## config.mk

```make
export PLATFORM = sky130hd
export DESIGN_NAME = mat_drain
export DESIGN_NICKNAME = d
export VERILOG_FILES = /design/src/rtl/mat_drain.sv
export SDC_FILE = /design/constraint.sdc
export NUM_CORES = 1
export LEC_CHECK = 0
export CORE_ASPECT_RATIO = 0.5
export CORE_MARGIN = 2
export CORE_UTILIZATION = 28
export CTS_BUF_LIST = sky130_fd_sc_hd__clkbuf_4
export CTS_CLUSTER_DIAMETER = 40
export DETAILED_ROUTE_END_ITERATION = 12
export DONT_BUFFER_PORTS = 1
export PLACE_DENSITY_LB_ADDON = 0.15
export SLEW_MARGIN = 20
export SYNTH_ARGS = -nofsm -noshare
export SYNTH_HDL_FRONTEND = slang
export SYNTH_SLANG_ARGS = --single-unit
```

## constraint.sdc

```tcl
create_clock -name clk -period 4.61 [get_ports clk]
set_input_delay 0.461 -clock clk [delete_from_list [all_inputs] [get_ports clk]]
set_output_delay 0.461 -clock clk [all_outputs]
set_load 0.01 [all_outputs]
```

## src/rtl/mat_drain.sv

```systemverilog
// mat_drain: streams a row-major result matrix out of memory.
// Element (r,c) is read from BASE + r*STRIDE + c (truncated to MEM_AW bits).
// Read data is buffered in a small FIFO and presented on a valid/ready stream
// with end-of-row (out_eol) and final-element (out_last) markers.
//
// Ports:
//   clk, rst           clock, synchronous active-high reset
//   sm_ena             global advance enable (gates requests and FSM moves)
//   go                 start pulse, sampled in IDLE only
//   BASE/STRIDE/ROWS/COLS  matrix geometry, latched on go
//   mem_req/mem_addr   read request channel (mem_write/mem_wdata tied 0)
//   mem_rdata_vld/mem_rdata  in-order read return, latency >= 1
//   out_vld/out_data/out_eol/out_last/out_rdy  output stream
//   ret                high while in DONE (one cycle with sm_ena=1)
//   checksum           only with MAT_DRAIN_CHECKSUM_EN defined: sum of all
//                      accepted words, valid while ret=1
module mat_drain #(
    parameter int MEM_AW     = 16,
    parameter int MEM_DW     = 32,
    parameter int DIM_BITS   = 16,
    parameter int FIFO_DEPTH = 4
) (
    input  logic                clk,
    input  logic                rst,
    input  logic                sm_ena,
    input  logic                go,
    input  logic [MEM_AW-1:0]   BASE,
    input  logic [DIM_BITS-1:0] STRIDE,
    input  logic [DIM_BITS-1:0] ROWS,
    input  logic [DIM_BITS-1:0] COLS,
    output logic                mem_req,
    output logic                mem_write,
    output logic [MEM_AW-1:0]   mem_addr,
    output logic [MEM_DW-1:0]   mem_wdata,
    input  logic                mem_rdata_vld,
    input  logic [MEM_DW-1:0]   mem_rdata,
    output logic                out_vld,
    output logic [MEM_DW-1:0]   out_data,
    output logic                out_eol,
    output logic                out_last,
    input  logic                out_rdy,
`ifdef MAT_DRAIN_CHECKSUM_EN
    output logic [MEM_DW-1:0]   checksum,
`endif
    output logic                ret
);

    localparam int PW = $clog2(FIFO_DEPTH);
    localparam int CW = PW + 1;
    localparam logic [DIM_BITS-1:0] DIM_ONE = DIM_BITS'(1);

    typedef enum logic [1:0] {IDLE, ISSUE, DRAIN, DONE} state_t;

    state_t state_q, state_d;

    logic [DIM_BITS-1:0] stride_q, rows_q, cols_q;
    logic [MEM_AW-1:0]   row_ptr_q, addr_q;
    logic [DIM_BITS-1:0] is_col_q, is_row_q;   // issue-side position
    logic [DIM_BITS-1:0] rc_col_q, rc_row_q;   // return-side position
    logic [CW-1:0]       outst_q, cnt_q;
    logic [PW-1:0]       wr_ptr_q, rd_ptr_q;
    logic                last_acc_q;

    logic [MEM_DW-1:0]   fifo_data [FIFO_DEPTH];
    logic [FIFO_DEPTH-1:0] fifo_eol, fifo_last;

    logic start, room, issue, issue_col_end, issue_last;
    logic push, pop, accept_last, ret_col_end, push_last;

    assign start         = (state_q == IDLE) && go && sm_ena;
    // Reserve a FIFO slot for every request in flight so returns never overflow.
    assign room          = ({1'b0, outst_q} + {1'b0, cnt_q}) < (CW+1)'(FIFO_DEPTH);
    assign issue         = (state_q == ISSUE) && sm_ena && room;
    assign issue_col_end = (is_col_q == cols_q - DIM_ONE);
    assign issue_last    = issue_col_end && (is_row_q == rows_q - DIM_ONE);
    // Stray returns with nothing outstanding (e.g. after a reset) are dropped.
    assign push          = mem_rdata_vld && (outst_q != '0);
    assign pop           = (cnt_q != '0) && out_rdy;
    assign accept_last   = pop && fifo_last[rd_ptr_q];
    // Memory returns in order, so eol/last are derived from a return-side
    // position counter instead of being carried alongside each request.
    assign ret_col_end   = (rc_col_q == cols_q - DIM_ONE);
    assign push_last     = ret_col_end && (rc_row_q == rows_q - DIM_ONE);

    // State register
    always_ff @(posedge clk) begin
        if (rst) state_q <= IDLE;
        else     state_q <= state_d;
    end

    // Next-state logic
    always_comb begin
        state_d = state_q;
        case (state_q)
            IDLE:  if (start) state_d = (ROWS == '0 || COLS == '0) ? DONE : ISSUE;
            ISSUE: if (issue && issue_last) state_d = DRAIN;
            // last_acc_q remembers a final hand-off that happened while sm_ena=0
            DRAIN: if (sm_ena && (last_acc_q || accept_last)) state_d = DONE;
            DONE:  if (sm_ena) state_d = IDLE;
            default: state_d = IDLE;
        endcase
    end

    // Outputs
    always_comb begin
        mem_req   = issue;
        mem_write = 1'b0;
        mem_addr  = addr_q;
        mem_wdata = '0;
        out_vld   = (cnt_q != '0);
        out_data  = out_vld ? fifo_data[rd_ptr_q] : '0;
        out_eol   = out_vld && fifo_eol[rd_ptr_q];
        out_last  = out_vld && fifo_last[rd_ptr_q];
        ret       = (state_q == DONE);
    end

    // Address generation, counters, FIFO control
    always_ff @(posedge clk) begin
        if (rst) begin
            stride_q   <= '0;
            rows_q     <= '0;
            cols_q     <= '0;
            row_ptr_q  <= '0;
            addr_q     <= '0;
            is_col_q   <= '0;
            is_row_q   <= '0;
            rc_col_q   <= '0;
            rc_row_q   <= '0;
            outst_q    <= '0;
            cnt_q      <= '0;
            wr_ptr_q   <= '0;
            rd_ptr_q   <= '0;
            last_acc_q <= 1'b0;
        end else begin
            if (issue) begin
                if (issue_col_end) begin
                    is_col_q  <= '0;
                    is_row_q  <= is_row_q + DIM_ONE;
                    row_ptr_q <= row_ptr_q + MEM_AW'(stride_q);
                    addr_q    <= row_ptr_q + MEM_AW'(stride_q);
                end else begin
                    is_col_q  <= is_col_q + DIM_ONE;
                    addr_q    <= addr_q + MEM_AW'(1);
                end
            end
            if (push) begin
                wr_ptr_q <= wr_ptr_q + PW'(1);
                if (ret_col_end) begin
                    rc_col_q <= '0;
                    rc_row_q <= rc_row_q + DIM_ONE;
                end else begin
                    rc_col_q <= rc_col_q + DIM_ONE;
                end
            end
            if (pop) rd_ptr_q <= rd_ptr_q + PW'(1);
            if (accept_last) last_acc_q <= 1'b1;
            outst_q <= outst_q + CW'(issue) - CW'(push);
            cnt_q   <= cnt_q + CW'(push) - CW'(pop);
            if (start) begin
                stride_q   <= STRIDE;
                rows_q     <= ROWS;
                cols_q     <= COLS;
                row_ptr_q  <= BASE;
                addr_q     <= BASE;
                is_col_q   <= '0;
                is_row_q   <= '0;
                rc_col_q   <= '0;
                rc_row_q   <= '0;
                last_acc_q <= 1'b0;
            end
        end
    end

    // FIFO storage; contents are don't-care while empty (outputs are gated)
    always_ff @(posedge clk) begin
        if (push) begin
            fifo_data[wr_ptr_q] <= mem_rdata;
            fifo_eol[wr_ptr_q]  <= ret_col_end;
            fifo_last[wr_ptr_q] <= push_last;
        end
    end

`ifdef MAT_DRAIN_CHECKSUM_EN
    always_ff @(posedge clk) begin
        if (rst || start) checksum <= '0;
        else if (pop)     checksum <= checksum + fifo_data[rd_ptr_q];
    end
`endif

endmodule

```

==> flow_summary.toml <==
[floorplan]
die_y_um = 169.4
io_pins = 188
die_x_um = 334.7
core_area_um2 = 53900
initial_core_util = 0.2841
die_area_um2 = 56690
rows = 60

[place]
io_buffers = 0
place_area_um2 = 15850
post-place-ws_ps = 592.5
dpl.hpwl_mm = 29.32
dp_cells = 2153
gp_congestion = 0.8516

[global_route]
grt_overflow = 0
gr-usage-all-layers = 0.1530
antenna_found_initial = 3
grt_pass1_vias = 11997
grt_pass1_wl_mm = 67.54
grt_max_degree = 87

[drt]
firstDrtPassIters = 5
top_layer = "met4"
via_per_inst = 4.942
wl_met2_mm = 20.18
met3WireLength_mm = 2.513
wl_met1_mm = 19.66
drcViolationCount = 0
totalWireLength_mm = 43.41
dr_total_vias = 11802
drt_iter0_markers = 605
wl_per_cell_um = 18.18
ant_nets = 0

[worst_setup_path]
startpoint_type = "flip-flop"
rr_worst_depth = 11
r2r_slack_ps = 510
cp.arrival_ps = 4700
r2r-end = "is_col_q[6]$_SDFFE_PP0P_"
r2r_start = "cols_q[0]$_SDFFE_PP0P_"
end_kind = "flip-flop"
cp_max_fo = 15
setup.worst_path.class = "flip-flop to flip-flop"
cp_data_required_time_ps = 5210

[synthesis]
synth.most_common_cell = "nand2_1"
synth_seq_area_share = 0.4746
ys_top_cells_by_area = "edfxtp_1, dfxtp_1, mux4_2"
yosys_warnings = 0
synth_top_cell_by_area = "edfxtp_1"
synth_common_cells = "nand2_1, dfxtp_1, edfxtp_1, nor2_1, a21oi_1"
synth_edf_count = 136
synth_seq_cells = 295
synth_top_area_frac = 0.2667
async_reset_ff_frac = 0
syn_area_per_cell_um2 = 10.09
syn-instance-count = 1517
synthDistinctLibCells = 74
synth_ff_type = "dfxtp_1"
syn_area_um2 = 15310

[power]
combPwrFrac = 0.292
p_int_w = 0.005197
p_sw_frac = 0.3477
p_per_area_nw_per_um2 = 446.1
sequentialPowerShare = 0.412
p_clk_frac = 0.296
netSwitchingPower_w = 0.002771
ir_drop_v = 0.0001511
leakagePower_nw = 6.385

[sta]
max_freq_mhz = 244.0
setup_tns_ps = 0
setup_slack_ps = 512.3
rsz0062_at_grt = "no"
worst_pin_slew_ps = 1046
finalSetupViolCount = 0
period_share = 0.8889
maxSlewHeadroom = 0.3025
period_needed_ps = 4098
maxSlewViolCount = 0
whs_ps = 121.1
finalClockSkew_ps = 51.29
finalHoldViolations = 0

[cts]
clk_pin_slew_ps = 60
cts_tree = "built"
clock_sinks = 295
post_cts_buffers = 0
cts_inserted_buffers = 79
cts_root_buffer = "clkbuf_4"
clk_path_buf_depth = 3
htreeDepth = 3
clock_latency_ps = 780

[hold_path]
hp-class = "input pin to flip-flop"
worstHoldPathCells = 2
worstHoldStart = "BASE[8]"
holdPathEnd = "row_ptr_q[8]$_SDFFE_PP0P_"

[final_layout]
final_area_um2 = 17860
num-nets-final = 1762
final_cell_count_no_fill = 2388
drive_above_1_share = 0.1183
syn_to_final_growth_pct = 16.65

[status]
status = "finished, final reports clean"

[flow_run]
drv_cap = 0
[worst max-delay path, cell delays in order (launching register included)]
cell and delay [ps]:
dfxtp_1 370, inv_1 90, ha_1 250, nor4b_2 610, nand4_1 320, mux2i_1 330
nand3_1 110, or4b_1 680, or2_1 420, buf_4 270, nand2_1 400, nor2_1 100
[final cells by class]
cell class,count,area (µm²)
flip-flops and latches,295,7268
clock inverters,19,123.9
diodes,1,2.502
fillers,5538,36040
clock buffers,115,863.3
multi-input cells,1099,7448
well taps,713,892.1
inverters,30,112.6
repair buffers,116,1151
[power by group through the flow]
stage | combinational (W) | clock [W] | sequential, W
after floorplan | 0.00181 | 0 | 0.00320
after global placement | 0.00224 | 0 | 0.00334
after detailed placement | 0.00226 | 0 | 0.00335
after CTS | 0.00237 | 0.00248 | 0.00329
after global routing | 0.00259 | 0.00262 | 0.00332
final | 0.00233 | 0.00236 | 0.00328
[per-stage QoR]
step                total power, W    util
global placement          0.005575  0.2938
finish                    0.007968  0.3314
floorplan                 0.005019       -
CTS                       0.008141  0.3313
detailed placement        0.005612  0.2941
global route              0.008532  0.3314
[metal layers]
layer	vias to the layer above	track usage
met4	0	0.05381
met1	5695	0.1977
met2	341	0.2491
met5	-	0
met3	69	0.03873
li1	5697	-
[worst max-delay path by stage]
| stage | start | end | slack (ps) | cells after the start |
|---|---|---|---|---|
| floorplan | cols_q[0]$_SDFFE_PP0P_ | is_row_q[4]$_SDFFE_PP0P_ | 1260 | 14 |
| global placement | cols_q[0]$_SDFFE_PP0P_ | rc_row_q[5]$_SDFFE_PP0P_ | 690 | 8 |
| detailed placement | cols_q[0]$_SDFFE_PP0P_ | is_col_q[4]$_SDFFE_PP0P_ | 590 | 11 |
| CTS | cols_q[0]$_SDFFE_PP0P_ | is_col_q[4]$_SDFFE_PP0P_ | 540 | 11 |
| global route | cols_q[0]$_SDFFE_PP0P_ | is_col_q[6]$_SDFFE_PP0P_ | 190 | 11 |
| finish | cols_q[0]$_SDFFE_PP0P_ | is_col_q[6]$_SDFFE_PP0P_ | 510 | 11 |
[cell families (layout without fill, tap and decap cells)]
group	after synthesis	count (layout)	synth area share
adders and majority gates	39	39	0.03334
DFF	295	295	0.4746
other	1	34	0.0002449
and+or+nand+nor	593	593	0.1952
xor gates and xnor gates	133	133	0.08237
AOI/OAI and AO/OA	244	244	0.1007
muxes	57	57	0.06504
buffers and inverters	155	280	0.04854
[flip-flops by register name, summed over array words and instances (netlist names), 3 cells and up, named ones only]
signal and cells:
mem_addr 16, is_row_q 16, rc_row_q 16, rc_col_q 16
outst_q 3, fifo_eol 4, row_ptr_q 16, rows_q 16
fifo_data 128, cols_q 16, fifo_last 4, is_col_q 16
cnt_q 3, stride_q 16
[placed cells by master, fill, tap and decap left out, types with 10 or more instances in the layout]
cell type	count
a21o_1	14
a21oi_1	90
a31oi_1	10
and2_1	40
and3_1	20
buf_4	15
clkbuf_4	115
clkinv_1	10
conb_1	33
dfxtp_1	158
dlygate4sd3_1	99
edfxtp_1	136
ha_1	36
inv_1	30
mux2i_1	23
mux4_2	34
nand2_1	198
nand3_1	50
nand4_1	29
nor2_1	96
nor3_1	31
nor4_1	25
o211ai_1	11
o21ai_0	45
o31ai_1	12
or3_1	28
or4_1	20
xnor2_1	70
xor2_1	56
[what timing repair did]
item,in CTS,in global routing
endpoints found under the setup margin,0,0
resized for setup,0,0
endpoints found under the hold margin,237,0
hold buffers,100,0
Note: power is estimated with default switching activity, not from simulation.
